`config.mk`:
```
export PLATFORM = sky130hd
export DESIGN_NAME = hi_lo_unit
export DESIGN_NICKNAME = d
export VERILOG_FILES = /design/src/rtl/hi_lo_unit.sv
export SDC_FILE = /design/constraint.sdc
export NUM_CORES = 1
export LEC_CHECK = 0
export CAP_MARGIN = 40
export CORE_ASPECT_RATIO = 1.4
export CORE_UTILIZATION = 40
export DETAILED_ROUTE_END_ITERATION = 7
export PLACE_DENSITY_LB_ADDON = 0.08
export SETUP_SLACK_MARGIN = 0.4
export SKIP_LAST_GASP = 1
export SYNTH_ARGS = -nofsm -noshare
export SYNTH_HDL_FRONTEND = slang
export SYNTH_SLANG_ARGS = --single-unit
```
`constraint.sdc`:
```
create_clock -name Clk -period 6.5 [get_ports Clk]
set_input_delay 1.3 -clock Clk [delete_from_list [all_inputs] [get_ports Clk]]
set_output_delay 1.3 -clock Clk [all_outputs]
set_load 0.03 [all_outputs]
```
`src/rtl/hi_lo_unit.sv`:
```
`default_nettype none
// ============================================================================
//  Module      : hi_lo_unit
//  Description : Architectural HI/LO register pair for the MIPS datapath.
//                It takes 64-bit multiply/accumulate results from the ALU
//                (HiLoEn/HiLoWrite) and returns the current pair on HiLoRead
//                for MADD/MSUB. It also handles MTHI/MTLO writes. It contains
//                an iterative 32-step restoring DIV/DIVU engine, and raises
//                Busy so hazard control can stall the pipeline.
//  Ports       : Clk, Rst (sync, active-high)
//                HiLoEn, HiLoWrite[63:0]     - 64-bit pair write
//                MoveHi, MoveLo, MoveData    - MTHI / MTLO
//                DivStart, DivSigned, DivA, DivB - division launch
//                HiLoRead[63:0], Hi, Lo      - committed register state
//                Busy, DivDone, DivZero      - division status
//  Revision    : 1.0 - initial release
// ============================================================================
module hi_lo_unit #(
    parameter logic [31:0] HI_RESET = 32'h0000_0000,
    parameter logic [31:0] LO_RESET = 32'h0000_0000
) (
    input  logic        Clk,
    input  logic        Rst,
    input  logic        HiLoEn,
    input  logic [63:0] HiLoWrite,
    input  logic        MoveHi,
    input  logic        MoveLo,
    input  logic [31:0] MoveData,
    input  logic        DivStart,
    input  logic        DivSigned,
    input  logic [31:0] DivA,
    input  logic [31:0] DivB,
    output logic [63:0] HiLoRead,
    output logic [31:0] Hi,
    output logic [31:0] Lo,
    output logic        Busy,
    output logic        DivDone,
    output logic        DivZero
);

    localparam logic [4:0] c_LAST_STEP = 5'd31;

    typedef enum logic [1:0] {
        ST_IDLE = 2'd0,
        ST_CALC = 2'd1,
        ST_FIX  = 2'd2
    } state_t;

    state_t      r_state;
    state_t      w_state_next;

    logic [31:0] r_hi;
    logic [31:0] r_lo;

    logic [4:0]  r_cnt;
    logic [31:0] r_dvd;        // dividend shifts out the top, quotient shifts in the bottom
    logic [31:0] r_dvs;        // divisor magnitude
    logic [31:0] r_rem;        // partial remainder; always < divisor, so 32 bits hold it
    logic        r_q_neg;
    logic        r_r_neg;
    logic        r_dvs_zero;

    logic [31:0] w_abs_a;
    logic [31:0] w_abs_b;
    logic [32:0] w_rem_shift;
    logic [32:0] w_rem_sub;
    logic        w_q_bit;
    logic [31:0] w_quo_fix;
    logic [31:0] w_rem_fix;

    // ------------------------------------------------------------------------
    // Operand conditioning. For DIV, the engine works on magnitudes. The
    // magnitude of 0x80000000 is 0x80000000, which is still correct when it
    // is read as unsigned.
    // ------------------------------------------------------------------------
    always_comb begin
        w_abs_a = (DivSigned && DivA[31]) ? (32'd0 - DivA) : DivA;
        w_abs_b = (DivSigned && DivB[31]) ? (32'd0 - DivB) : DivB;
    end

    // One restoring step. The shifted remainder needs 33 bits before the
    // compare, because the previous remainder can be as large as 2^32-2.
    always_comb begin
        w_rem_shift = {r_rem, r_dvd[31]};
        w_rem_sub   = w_rem_shift - {1'b0, r_dvs};
        w_q_bit     = (w_rem_shift >= {1'b0, r_dvs});
    end

    // Sign fix-up of the final magnitudes.
    always_comb begin
        w_quo_fix = r_q_neg ? (32'd0 - r_dvd) : r_dvd;
        w_rem_fix = r_r_neg ? (32'd0 - r_rem) : r_rem;
    end

    // ------------------------------------------------------------------------
    // State machine
    // ------------------------------------------------------------------------
    always_comb begin
        w_state_next = r_state;
        case (r_state)
            ST_IDLE: if (DivStart)              w_state_next = ST_CALC;
            ST_CALC: if (r_cnt == c_LAST_STEP)  w_state_next = ST_FIX;
            ST_FIX:                             w_state_next = ST_IDLE;
            default:                            w_state_next = ST_IDLE;
        endcase
    end

    always_ff @(posedge Clk) begin
        if (Rst) begin
            r_state <= ST_IDLE;
        end else begin
            r_state <= w_state_next;
        end
    end

    // ------------------------------------------------------------------------
    // Division datapath
    // ------------------------------------------------------------------------
    always_ff @(posedge Clk) begin
        if (Rst) begin
            r_cnt      <= 5'd0;
            r_dvd      <= 32'd0;
            r_dvs      <= 32'd0;
            r_rem      <= 32'd0;
            r_q_neg    <= 1'b0;
            r_r_neg    <= 1'b0;
            r_dvs_zero <= 1'b0;
        end else begin
            case (r_state)
                ST_IDLE: begin
                    if (DivStart) begin
                        r_dvd      <= w_abs_a;
                        r_dvs      <= w_abs_b;
                        r_rem      <= 32'd0;
                        r_cnt      <= 5'd0;
                        r_q_neg    <= (DivA[31] ^ DivB[31]) & DivSigned;
                        r_r_neg    <= DivA[31] & DivSigned;
                        r_dvs_zero <= (DivB == 32'd0);
                    end
                end
                ST_CALC: begin
                    r_dvd <= {r_dvd[30:0], w_q_bit};
                    r_rem <= w_q_bit ? w_rem_sub[31:0] : w_rem_shift[31:0];
                    r_cnt <= r_cnt + 5'd1;
                end
                default: begin
                    r_cnt <= 5'd0;
                end
            endcase
        end
    end

    // ------------------------------------------------------------------------
    // HI/LO registers. Writes from the pipeline are accepted only in IDLE.
    // While Busy they are dropped, because hazard control stalls those
    // instructions. HiLoEn takes priority over the move instructions.
    // ------------------------------------------------------------------------
    always_ff @(posedge Clk) begin
        if (Rst) begin
            r_hi <= HI_RESET;
            r_lo <= LO_RESET;
        end else if (r_state == ST_FIX) begin
            if (!r_dvs_zero) begin
                r_hi <= w_rem_fix;
                r_lo <= w_quo_fix;
            end
        end else if (r_state == ST_IDLE) begin
            if (HiLoEn) begin
                r_hi <= HiLoWrite[63:32];
                r_lo <= HiLoWrite[31:0];
            end else begin
                if (MoveHi) r_hi <= MoveData;
                if (MoveLo) r_lo <= MoveData;
            end
        end
    end

    // ------------------------------------------------------------------------
    // Outputs: pure registered state, with no bypass.
    // ------------------------------------------------------------------------
    assign HiLoRead = {r_hi, r_lo};
    assign Hi       = r_hi;
    assign Lo       = r_lo;
    assign Busy     = (r_state != ST_IDLE);
    assign DivDone  = (r_state == ST_FIX);
    assign DivZero  = (r_state == ST_FIX) && r_dvs_zero;

endmodule
`default_nettype wire

```
-- Word level (Yosys, flattened, before mapping)
Cells that the tools add are included.
- register bits after elaboration: 170
- bits of input ports: 167
- output and inout port bits: 131
- word-level logic and storage cells: 65
- add/sub/neg operators: 6
- order comparisons: 1
- equal/unequal tests: 6
- multiplexer cells: 24
- bitwise operators: 3
- reductions and logical operators: 15
- operators by type and width (operator ; count):
    32-bit 2-to-1 mux ; 17
    32-bit one-hot mux with 2 select lines ; 2
    1-bit by 32-bit subtractor with 32-bit output (first input constant) ; 4
    33-bit by 32-bit greater-or-equal comparator with 1-bit output ; 1
    32-bit logical NOT ; 1
    32-bit subtractor ; 1
    5-bit one-hot mux with 2 select lines ; 1
    2-bit inequality test (second input constant) ; 3
    2-bit AND reduction ; 3
    3-bit AND reduction ; 2
    2-bit nonzero test ; 3
    3-bit nonzero test ; 2
    5-bit by 1-bit adder with 5-bit output (second input constant) ; 1
    5-bit == test (second input constant) ; 1
    5-bit 2-to-1 mux ; 1
    2-bit 2-to-1 mux ; 2
    2-bit one-hot mux with 2 select lines ; 1
    1-bit logical AND ; 3
    1-bit bitwise AND ; 2
    2-bit by 1-bit == test with 1-bit output (second input constant) ; 1
    2-bit == test (second input constant) ; 1
    2-bit logical NOT ; 1
    1-bit bitwise XOR ; 1

-- Longest topological paths before layout
- depth after elaboration: 4
- depth in mapped cells: 15
- mapped depth without buffers: 14

-- Worst setup path after synthesis
Ideal clock, no wire load.
- path type: in2reg
- start point: in DivB[8]
- end point: reg r_dvs[24]
- setup time: 0.086 ns
- arrival time: 3.217 ns
- required time: 6.414 ns
- slack: 3.198 ns
- stages on the path: 9
- buffers on the path: 0
- cell sequence: or4_1 -> nor2_1 -> nand2_1 -> nor4_2 -> nand3_1 -> nor4_2 -> a21oi_1 -> xnor2_1 -> a211oi_1
- longest elaborated chain between the ends: 2
- RTL lines (element ; line ; text):
    start: declaration ; 32 ; input logic [31:0] DivB,
    1-bit by 32-bit subtractor with 32-bit output ; 78 ; w_abs_b = (DivSigned && DivB[31]) ? (32'd0 - DivB) : DivB;
    32-bit 2-to-1 mux ; 78 ;
    end signal: assignment ; 133 ; r_dvs <= w_abs_b;
    end: declaration ; 57 ; logic [31:0] r_dvs;
Every way passes these cells.
A chain may end at the register's enable or synchronous reset.

-- Worst setup path after layout
- start point: in DivB[2]
- end point: reg r_dvs[29]
Same word-level chain as after synthesis.

==> run_results.csv <==
group,metric,value,unit
status,status,"completed",
critical_path,path_class,"in2reg",
floorplanning,die_w,150,um
sta,maxSlewViolCount,0,
clock_network,post_cts_resized,0,
sta,relSlewSlack,0.423,
final_layout,antennaDiodeCount,0,
hold_path,min_path_type,"reg2reg",
sta,period_minus_slack,4.05,ns
clock_network,root_buffer,"clkbuf_16",
sta,fmax,0.247,GHz
grt,grt-ovfl-total,0,
logic_synthesis,ys.flop_type,"dfxtp_1",
final_layout,final_cell_mix,"clkdlybuf4s50_1, a21oi_1, dfxtp_1",
critical_path,critPathCaptureType,"flip-flop",
routing,wl_per_cell,20.1,um
logic_synthesis,synth_area,12300,um^2
clock_network,clk_latency,0.45,ns
power_and_ir_drop,share_seq_of_total_power,0.309,
sta,rsz0062_at_grt,"false",
routing,ant_nets,0,
power_and_ir_drop,p_int,0.00247,W
sta,min_period_over_period,0.623,
floorplanning,coreArea,30000,um^2
sta,worst_pin_slew,0.866,ns
clock_network,ctsHtreeMaxLevel,4,
power_and_ir_drop,total_leakage_power,5.82,nW
routing,drcViolationCount,0,
logic_synthesis,async_flop_share,0,
power_and_ir_drop,switching_share,0.402,
critical_path,cp.required,6.86,ns
floorplanning,ios,298,
floorplanning,floorplan.initialDensity,0.409,
sta,finClkSkew,0.00971,ns
final_layout,drive_gt1_frac,0.0453,
final_layout,fin_nets,1980,
clock_network,post-cts-setup-buffer-count,0,
critical_path,start_kind,"primary input",
critical_path,reg2regPathDepth,14,
logic_synthesis,synth_cell_type_count,74,
flow_run,max_cap_viol_count,0,
grt,grt_pass1_vias,11336,
logic_synthesis,yosys_warnings,0,
place,placed_area,15000,um^2
logic_synthesis,yosys-top-cells-area,"dfxtp_1, a21oi_1, a211oi_1",
clock_network,clock_path_buffers,2,
critical_path,reg2reg_to,"r_rem[28]$_SDFFE_PP0P_",
final_layout,utilization,0.519,
routing,drt_first_pass_iters,7,
routing,viasPerCell,5.58,
place,portBuffers,297,
critical_path,cp_max_fo,6,
logic_synthesis,synth_largest_area_cell,"dfxtp_1",
sta,hold_violations,0,
critical_path,regToRegStartpoint,"r_dvd[31]$_SDFFE_PP0P_",
floorplanning,die_y,209,um
final_layout,syn_to_final_growth,26.9,%
logic_synthesis,synth_top_area_share,0.277,
grt,grt_max_degree,80,
logic_synthesis,syn_area_per_cell,7.60,um^2
clock_network,cts.sink_count,170,
grt,antenna_found_initial,0,
clock_network,numCtsBuffers,17,
logic_synthesis,synth_edf_count,0,
critical_path,critPathSlowestCell,"clkdlybuf4s50_1",
critical_path,rrSetupSlack,2.81,ns
logic_synthesis,synthCells,1615,
critical_path,crit_end,"r_dvs[29]$_SDFFE_PP0P_",
logic_synthesis,synth_seq_cells,170,
sta,finalSetupViolCount,0,
power_and_ir_drop,pwr-share-clk,0.231,
critical_path,startpoint,"DivB[2]",
logic_synthesis,syn-num-nets,1821,
place,gp_congestion,0.887,
critical_path,cp.arrival,4.41,ns
critical_path,slowest_delay,0.50,ns
power_and_ir_drop,p_comb_frac,0.460,
routing,first_iter_violations,750,
final_layout,final_common_cell,"clkdlybuf4s50_1",
routing,dr_total_vias,12114,
logic_synthesis,ys_seq_area_frac,0.277,
grt,grt.total_usage,0.277,
final_layout,stdcell_area,15600,um^2
power_and_ir_drop,power,0.00414,W
power_and_ir_drop,power_density,266,nW/um^2
clock_network,ctsHoldBuffers,0,
power_and_ir_drop,p_sw,0.00166,W
sta,finalSetupTns,0,ns
critical_path,worstPathCellList,"clkdlybuf4s50_1 > nor3_1 > nand3_1 > or2_2 > nor3_2 > and4b_1 > nand2_1 > nor4_2 > a31oi_1 > xnor2_1 > a211oi_1",
clock_network,cts_tree,"yes",
floorplanning,dieArea,31400,um^2
floorplanning,placementRows,75,
power_and_ir_drop,ir_drop,0.000189,V
clock_network,clk_pin_slew_worst_paths,0.06,ns
routing,wirelength,43700,um
grt,grt_pass1_wl,65800,um
place,place_hpwl,34400,um
sequential cells by signal, indices dropped and copies added (netlist names):
register	cells
r_cnt	5
Hi	32
r_dvd	32
r_r_neg	1
r_dvs	32
Lo	32
r_dvs_zero	1
r_q_neg	1
r_rem	32
r_state	2
cells in the mapped netlist, types with 3 or more instances:
cell,instances
a21oi_1,172
o21a_1,5
nand3_1,17
and3_1,12
a311oi_1,10
nor3b_1,4
a21o_1,17
o211ai_1,3
nor4_2,3
nand2_1,150
or3_1,9
nor3_1,33
o21ai_0,78
nor2_1,158
a22oi_1,32
nor2b_1,34
mux2i_1,39
a221oi_1,9
buf_2,3
or4_1,8
a211oi_1,101
o41ai_1,12
a31oi_1,8
or2_2,3
o21bai_1,4
o31ai_1,22
clkbuf_1,91
buf_4,66
a21oi_2,3
and2_1,7
buf_1,11
o21ai_1,5
ha_1,38
dfxtp_1,170
nand4_1,11
and3b_1,3
nor4_1,11
inv_1,53
xnor2_1,74
xor2_1,69
nand3b_1,4
nand2b_1,14
how the worst min path moves through the flow:
stage,to,slack [ns],depth (start not counted),startpoint
after floorplan,r_dvs[31]$_SDFFE_PP0P_,0.43,2,r_dvs[31]$_SDFFE_PP0P_
after global routing,r_dvs[15]$_SDFFE_PP0P_,0.48,2,r_dvs[15]$_SDFFE_PP0P_
after CTS,r_dvs[15]$_SDFFE_PP0P_,0.46,2,r_dvs[15]$_SDFFE_PP0P_
after detailed placement,r_dvs[15]$_SDFFE_PP0P_,0.45,2,r_dvs[15]$_SDFFE_PP0P_
after global placement,r_dvs[15]$_SDFFE_PP0P_,0.44,2,r_dvs[15]$_SDFFE_PP0P_
final,r_dvs[15]$_SDFFE_PP0P_,0.45,2,r_dvs[15]$_SDFFE_PP0P_
power by group through the flow:
stage                     clock, W  combinational, W  sequential, W
after floorplan                  0           0.00133        0.00130
after global placement           0           0.00185        0.00130
after detailed placement         0           0.00190        0.00130
after CTS                 0.000976           0.00191        0.00128
after global routing       0.00101           0.00207        0.00130
final                     0.000954           0.00190        0.00128
logic make-up after synthesis:
logic type	synth area share
AOI/OAI and AO/OA	0.265
adders and majority gates	0.0404
xor gates and xnor gates	0.102
buffers and inverters	0.0920
DFF	0.277
and+or+nand+nor	0.192
muxes	0.0318
routing by layer:
layer  vias to the layer above  part of all wire  GRT usage
li1                       6011                 -          -
met1                      5675              0.39      0.312
met2                       353              0.52      0.506
met5                         -                 0          0
met4                         0             0.042      0.127
met3                        75             0.048     0.0376
worst max-delay path: cells and delay by family:
kind                      cells  cell delay [ns]
buffers and inverters         1             0.50
xor gates and xnor gates      1             0.16
and+or+nand+nor               7             2.03
AOI/OAI and AO/OA             2             0.42
through the flow:
stage	std cells	setup WS [ns]	hold WS (ns)
final	2172	2.45	0.454
after global routing	2172	2.18	0.476
after CTS	2172	2.41	0.460
after detailed placement	2140	1.94	0.451
after global placement	2134	2.06	0.443
after floorplan	1615	3.20	0.432
area by class of cell:
class                           instances  area [um^2]
Clock buffer                           18          439
Sequential cell                       170         3400
Clock inverter                         14         98.8
Multi-Input combinational cell       1217         7770
Timing Repair Buffer                  314         3180
Inverter                               54          203
Tap cell                              385          482
Fill cell                            3002        14500
Note: power is estimated with default switching activity, not from simulation.
